==> config.mk <==
export PLATFORM = sky130hd
export DESIGN_NAME = load_value_counter
export DESIGN_NICKNAME = d
export VERILOG_FILES = /design/src/rtl/load_value_counter.sv
export SDC_FILE = /design/constraint.sdc
export NUM_CORES = 1
export LEC_CHECK = 0
export ABC_AREA = 1
export CAP_MARGIN = 0
export CORE_AREA = 5 5 42 44
export CTS_BUF_LIST = sky130_fd_sc_hd__clkbuf_4
export DETAILED_ROUTE_END_ITERATION = 8
export DIE_AREA = 0 0 47 49
export DONT_BUFFER_PORTS = 1
export PLACE_DENSITY = 0.3
export REMOVE_ABC_BUFFERS = 1
export SETUP_SLACK_MARGIN = 0.4
export SYNTH_ARGS = -nofsm -noshare
export SYNTH_HDL_FRONTEND = slang
export SYNTH_SLANG_ARGS = --single-unit
==> constraint.sdc <==
create_clock -name Clk -period 1.56 [get_ports Clk]
set_clock_uncertainty 0.05 [all_clocks]
set_input_delay 0.156 -clock Clk [delete_from_list [all_inputs] [get_ports Clk]]
set_output_delay 0.156 -clock Clk [all_outputs]
set_load 0.02 [all_outputs]
==> src/rtl/load_value_counter.sv <==
// Free-running WIDTH-bit up-counter with a synchronous parallel load.
// Wrap pulses for one cycle when an increment rolls Count from all-ones to zero.
module load_value_counter #(
   parameter int WIDTH       = 4,
   parameter int RESET_VALUE = 0
) (
   input  logic             Clk,
   input  logic             Rst,
   input  logic             Load_Value_Valid,
   input  logic [WIDTH-1:0] Load_Value,
   output logic [WIDTH-1:0] Count,
   output logic             Wrap
);

   localparam logic [WIDTH-1:0] RESET_COUNT = WIDTH'(RESET_VALUE);

   logic [WIDTH-1:0] count_reg, count_next;
   logic             wrap_reg,  wrap_next;

   // A load takes priority over the increment and never produces Wrap,
   // even when the outgoing count is all-ones.
   always_comb begin
      count_next = count_reg + WIDTH'(1);
      wrap_next  = &count_reg;
      if (Load_Value_Valid) begin
         count_next = Load_Value;
         wrap_next  = 1'b0;
      end
   end

   always_ff @(posedge Clk) begin
      if (Rst) begin
         count_reg <= RESET_COUNT;
         wrap_reg  <= 1'b0;
      end else begin
         count_reg <= count_next;
         wrap_reg  <= wrap_next;
      end
   end

   assign Count = count_reg;
   assign Wrap  = wrap_reg;

endmodule

==> results of run 1 <==
Yosys cell counts:
master / count / area (um2)
nor2_1: 9 / 33.78
nand2_1: 6 / 22.52
dfxtp_1: 5 / 100.1
inv_1: 5 / 18.77
o21ai_0: 3 / 15.01
nand2_2: 2 / 12.51
ha_1: 1 / 12.51
inv_2: 1 / 3.750
nand3_1: 1 / 5.000
nor2_2: 1 / 6.260
nor3_1: 1 / 5.000
how the worst min path moves through the flow:
| stage | start | endpoint | slack, ns | depth (start not counted) |
|---|---|---|---|---|
| after CTS | Rst | Count[2]$_SDFF_PP0_ | 0.009 | 3 |
| final | Rst | Count[2]$_SDFF_PP0_ | 0.01 | 3 |
| after detailed placement | Rst | Wrap$_SDFF_PP0_ | 0.19 | 1 |
| after floorplan | Rst | Wrap$_SDFF_PP0_ | 0.18 | 1 |
| after global routing | Rst | Count[2]$_SDFF_PP0_ | 0.01 | 3 |
| after global placement | Rst | Wrap$_SDFF_PP0_ | 0.20 | 1 |
cells in the final DEF, fill, tap and decap left out:
cell type / n
clkbuf_4: 4
o21ai_0: 3
ha_1: 1
nand2_1: 6
dfxtp_2: 1
inv_2: 1
buf_4: 1
dfxtp_1: 4
nand3_1: 1
nor3_1: 1
nor2_2: 1
inv_1: 5
nand2_2: 2
dlygate4sd3_1: 2
nor2_1: 9
flip-flops by register name, indices dropped and copies added (netlist names):
register	cells
Wrap	1
Count	4
kinds of logic after synthesis:
kind of cell | share of synthesized area [%]
AO/OA/AOI/OAI | 6.381
AND/OR/NAND/NOR | 36.17
buffers and inverters | 9.574
flip-flops | 42.55
adder cells (fa/ha/maj) | 5.318
tightest hold or removal path, delay by kind of cell:
kind                   cells  cell delay, ns
buffers and inverters      1            0.03
AND/OR/NAND/NOR            2            0.08
cell type report:
class	count	share of cell area, %
Inverter	6	7.171
Tap cell	16	6.375
Timing Repair Buffer	3	8.765
Sequential cell	5	32.27
Multi-Input combinational cell	24	35.86
Clock buffer	4	9.562
per-layer routing:
layer	GRT usage (%)	wire, um	up-vias
li1	-	-	118
met1	6.593	253	95
met2	7.919	216	12
met3	3.321	64	5
met4	8.295	37	0
met5	0	0	-
report_power, final:
| part | switching (mW) | total [mW] | internal, mW |
|---|---|---|---|
| sequential | 0.0141 | 0.151 | 0.137 |
| clock | 0.0584 | 0.173 | 0.114 |
| combinational | 0.0200 | 0.0363 | 0.0163 |
| total | 0.0925 | 0.360 | 0.267 |
what timing repair did:
| action | 4_1_cts | 5_1_grt |
|---|---|---|
| gates resized for setup | 0 | 1 |
| setup endpoints to repair | 0 | 2 |
| hold endpoints to repair | 2 | 0 |
| hold buffers | 2 | 0 |
metrics by stage:
stage                     cells  util [%]  cell area, um2  power (mW)  setup WS [ns]
after floorplan              35         -           235.2      0.1764         0.4664
after global placement       52     18.75           262.8      0.1862         0.4486
after detailed placement     52     18.75           262.8      0.1861         0.4398
after CTS                    58     22.32           312.8      0.3687         0.4306
after global routing         58     22.41           314.1      0.3847         0.4294
final                        58     22.41           314.1      0.3599         0.5378
==> impl_metrics.py, run 1 <==
metrics = {
    "worst_setup_path": {
        "crit_type": "flip-flop to flip-flop",
        "cp.required_ns": 1.65,
        "r2r-start": "Count[2]$_SDFF_PP0_",
        "end_kind": "flip-flop",
        "worstSetupStartpoint": "Count[2]$_SDFF_PP0_",
        "critical-path-top-delay-family": "flip-flops",
        "slowest_stage": "dfxtp_1",
        "endpoint": "Count[3]$_SDFF_PP0_",
        "crit_path_start_kind": "flip-flop",
        "cp.arrival_ns": 1.12,
        "r2r_end": "Count[3]$_SDFF_PP0_",
        "critPathBufInv": 1,
        "worstPathCellList": "nand2_1, inv_1, nand3_1, nand2_1, nor2_1",
        "rr_worst_depth": 5,
        "worstSetupPathDepth": 5,
        "cpPeakStageDelay_ns": 0.48,
        "critPathMaxFanout": 4,
        "ff2ff_setup_slack_ns": 0.54,
        "cp_common_cell": "nand2_1",
    },
    "sta": {
        "timing.hold.ws_ns": 0.01464,
        "max_slew_margin_pct": 79.77,
        "setup_viol": 0,
        "fmax_ghz": 0.9783,
        "fin_crit_ns": 1.022,
        "final_hold_viol_count": 0,
        "worstMarginPinSlew_ns": 0.3030,
        "slew_violations": 0,
        "fin_crit_sh_pct": 65.53,
        "setup_tns_ns": 0,
        "rsz0062_at_grt": "no",
    },
    "cells_and_area": {
        "drive_gt1_share_pct": 23.81,
        "antenna_cells": 0,
        "areaGrowthSynthToFinish_pct": 33.51,
        "multi_input_area_um2": 112.6,
        "fillCellCount": 171,
        "seq_area_um2": 101.3,
        "nets": 51,
    },
    "power": {
        "pwr_density_cell_mw_per_mm2": 1146,
        "ir_drop_mv": 0.3248,
        "p_leak_nw": 0.1628,
    },
    "logic_synthesis": {
        "synth_area_um2": 235.2,
        "ys_ff_latch": 5,
        "ys_seq_area_share_pct": 42.55,
        "synthDistinctLibCells": 11,
        "ys.warnings.count": 0,
        "syn_area_per_cell_um2": 6.721,
        "synthCells": 35,
    },
    "clock_network": {
        "cts_setup_buffers": 0,
        "cts_inserted_buffers": 3,
        "cts_tree": "done",
        "htreeDepth": 1,
        "clkTransAtPathRegs_ns": 0.04,
        "clk_latency_ns": 0.25,
        "clockBufferDepth": 2,
        "cts-root-buf": "clkbuf_4",
        "numClockSinks": 5,
    },
    "route": {
        "ant_nets": 0,
        "firstDrtPassIters": 4,
        "dr_total_vias": 230,
        "vias_per_cell": 3.966,
        "drtIter0Drc": 2,
        "wirelength_um": 571,
        "drcViolationCount": 0,
        "wire_per_inst_um": 9.845,
    },
    "floorplanning": {
        "io_pins": 12,
        "rows": 14,
        "start_util_pct": 16.79,
        "die_w_um": 47,
        "core-area_mm2": 0.001401,
        "die_area_mm2": 0.002303,
        "die_h_um": 49,
    },
    "global_routing": {
        "grt_pass1_wl_um": 993,
        "grt_use_total_pct": 6.479,
        "first_global_vias": 239,
        "antenna_found_initial": 0,
        "grt-ovfl-total": 0,
        "grt_max_degree": 7,
    },
    "placed_design": {
        "detailed_place_hpwl_um": 459.5,
        "finalWeightedCongestion": 0.7600,
        "numPortBuffers": 0,
    },
    "outcome": {
        "outcome": "finished clean",
    },
    "job": {
        "cap_violations": 0,
    },
    "worst_hold_path": {
        "min_path_type": "primary input to flip-flop",
    },
}
Power figures use the tool's default switching activity.
==> inputs of run 2 (changes only) <==
clock period = 0.95 ns   (was 1.56 ns; I/O delays follow)
==> run 2 against run 1 <==
Effect of this change: sequential share of layout area is 3.8 points lower; largest cell class unchanged; routed wire length increased by 11%; worst hold slack worse by 0.15 ns; the flow now finishes with violations (hold timing); highest routed layer unchanged; critical endpoint is now Count[0]; sequential power rose by 56%; via count rose by 6.5%.
==> impl_metrics.py, run 2 (synthesized netlist as in run 1, its figures left out) <==
metrics = {
    "cells_and_area": {
        "final_common_cell": "nor2_1",
        "finalNonFillerCells": 62,
        "nets": 55,
        "fillCellCount": 157,
        "drive_gt1_share_pct": 56.52,
        "areaGrowthSynthToFinish_pct": 62.77,
        "antenna_cells": 0,
        "largest_reg_flops": 4,
        "final_cell_mix": "nor2_1 (7), buf_6 (6), nand2_1 (5)",
    },
    "floorplanning": {
        "core-area_mm2": 0.001401,
        "start_util_pct": 16.79,
        "rows": 14,
        "die_w_um": 47,
        "die_h_um": 49,
        "io_pins": 12,
        "die_area_mm2": 0.002303,
    },
    "global_routing": {
        "grt-ovfl-total": 0,
        "grt_max_degree": 7,
        "grt_pass1_wl_um": 1035,
        "first_global_vias": 258,
        "antenna_found_initial": 0,
        "grt_use_total_pct": 6.281,
    },
    "worst_setup_path": {
        "cp.arrival_ns": 0.80,
        "critPathMaxFanout": 3,
        "end_kind": "output pin",
        "crit_type": "flip-flop to output pin",
        "crit_path_start_kind": "flip-flop",
        "cp.required_ns": 0.81,
    },
    "placed_design": {
        "dp_cells": 57,
        "finalWeightedCongestion": 0.7240,
        "numPortBuffers": 0,
    },
    "clock_network": {
        "numClockSinks": 5,
        "clockBufferDepth": 2,
        "htreeDepth": 1,
        "cts_inserted_buffers": 3,
        "cts_tree": "done",
        "clkTransAtPathRegs_ns": 0.05,
        "clk_latency_ns": 0.24,
        "cts-root-buf": "clkbuf_4",
    },
    "route": {
        "drtIter0Drc": 2,
        "wire_per_inst_um": 10.26,
        "drcViolationCount": 0,
        "firstDrtPassIters": 2,
        "wirelength_um": 636,
        "vias_per_cell": 3.952,
        "ant_nets": 0,
        "dr_total_vias": 245,
    },
    "job": {
        "cap_violations": 0,
    },
    "sta": {
        "final_hold_viol_count": 4,
        "timing.hold.ws_ns": -0.1325,
        "fin_crit_sh_pct": 99.58,
        "setup_viol": 0,
        "fin_crit_ns": 0.9460,
        "rsz0062_at_grt": "yes",
        "slew_violations": 0,
        "max_slew_margin_pct": 87.07,
        "worstMarginPinSlew_ns": 0.1920,
        "fmax_ghz": 1.057,
    },
    "power": {
        "ir_drop_mv": 0.5348,
        "p_leak_nw": 0.1911,
        "power.total_uw": 635.2,
        "pwr_density_cell_mw_per_mm2": 1659,
    },
    "outcome": {
        "outcome": "complete, but fails checks",
        "violations": "hold timing",
    },
    "worst_hold_path": {
        "min_path_type": "primary input to flip-flop",
    },
}
==> run 2: changes by cell type in the layout (fill, tap and decap cells not counted), sizes merged <==
cell	delta
buf	+6
dlygate4sd3	-2
==> run 2: report_power, final <==
group | switching [mW] | internal [mW] | leakage, nW | total [mW]
Combinational | 0.0574 | 0.0605 | 0.129 | 0.118
Sequential | 0.0122 | 0.224 | 0.0432 | 0.236
Clock | 0.0938 | 0.188 | 0.0184 | 0.282
Total | 0.163 | 0.472 | 0.191 | 0.635
==> run 2: through the flow <==
stage | utilization (%) | setup WS, ns | setup TNS [ns] | area, um2
detailed placement | 21.43 | -0.01963 | -0.02217 | 300.3
global route | 27.32 | -0.03175 | -0.07630 | 382.9
finish | 27.32 | 0.004008 | 0 | 382.9
global placement | 21.43 | -0.01854 | -0.01854 | 300.3
CTS | 26.43 | 0.003855 | 0 | 370.4
floorplan | - | -0.1436 | -0.3539 | 235.2
==> run 2: what timing repair did <==
action                                  CTS  global route
buffers inserted                          0             1
cloned                                    0             0
resized for setup                        17             3
pin swaps                                 2             1
endpoints found under the setup margin   10            10
endpoints found under the hold margin     5             3
==> run 2: per-layer routing <==
layer  vias to the layer above  GRT usage (%)  wire [um]
li1                        127              -          -
met1                       107          6.637        266
met2                         9          8.371        283
met3                         2          3.690         78
met4                         0          5.530          8
met5                         -              0          0
==> run 2: final timing paths <==
path                         endpoint  slack (ns)  depth (start not counted)                start
setup / recovery             Count[0]       0.004                          2  Count[0]$_SDFF_PP0_
hold / removal        Wrap$_SDFF_PP0_       -0.13                          1                  Rst
setup reg to reg  Count[2]$_SDFF_PP0_        0.03                          6  Count[0]$_SDFF_PP0_
hold reg to reg       Wrap$_SDFF_PP0_        0.43                          2  Count[3]$_SDFF_PP0_
==> run 2: worst max-delay path, cell delays in order (launching register included) <==
cell     delay, ns
dfxtp_2       0.32
buf_6         0.12
buf_6         0.12
==> run 2: final cells by class <==
type | instances | area [um2] | share of cell area (%)
Clock buffer | 4 | 30.03 | 7.843
Sequential cell | 5 | 108.9 | 28.43
Tap cell | 16 | 20.02 | 5.229
Multi-Input combinational cell | 24 | 126.4 | 33.01
Inverter | 6 | 22.52 | 5.882
Timing Repair Buffer | 7 | 75.07 | 19.61
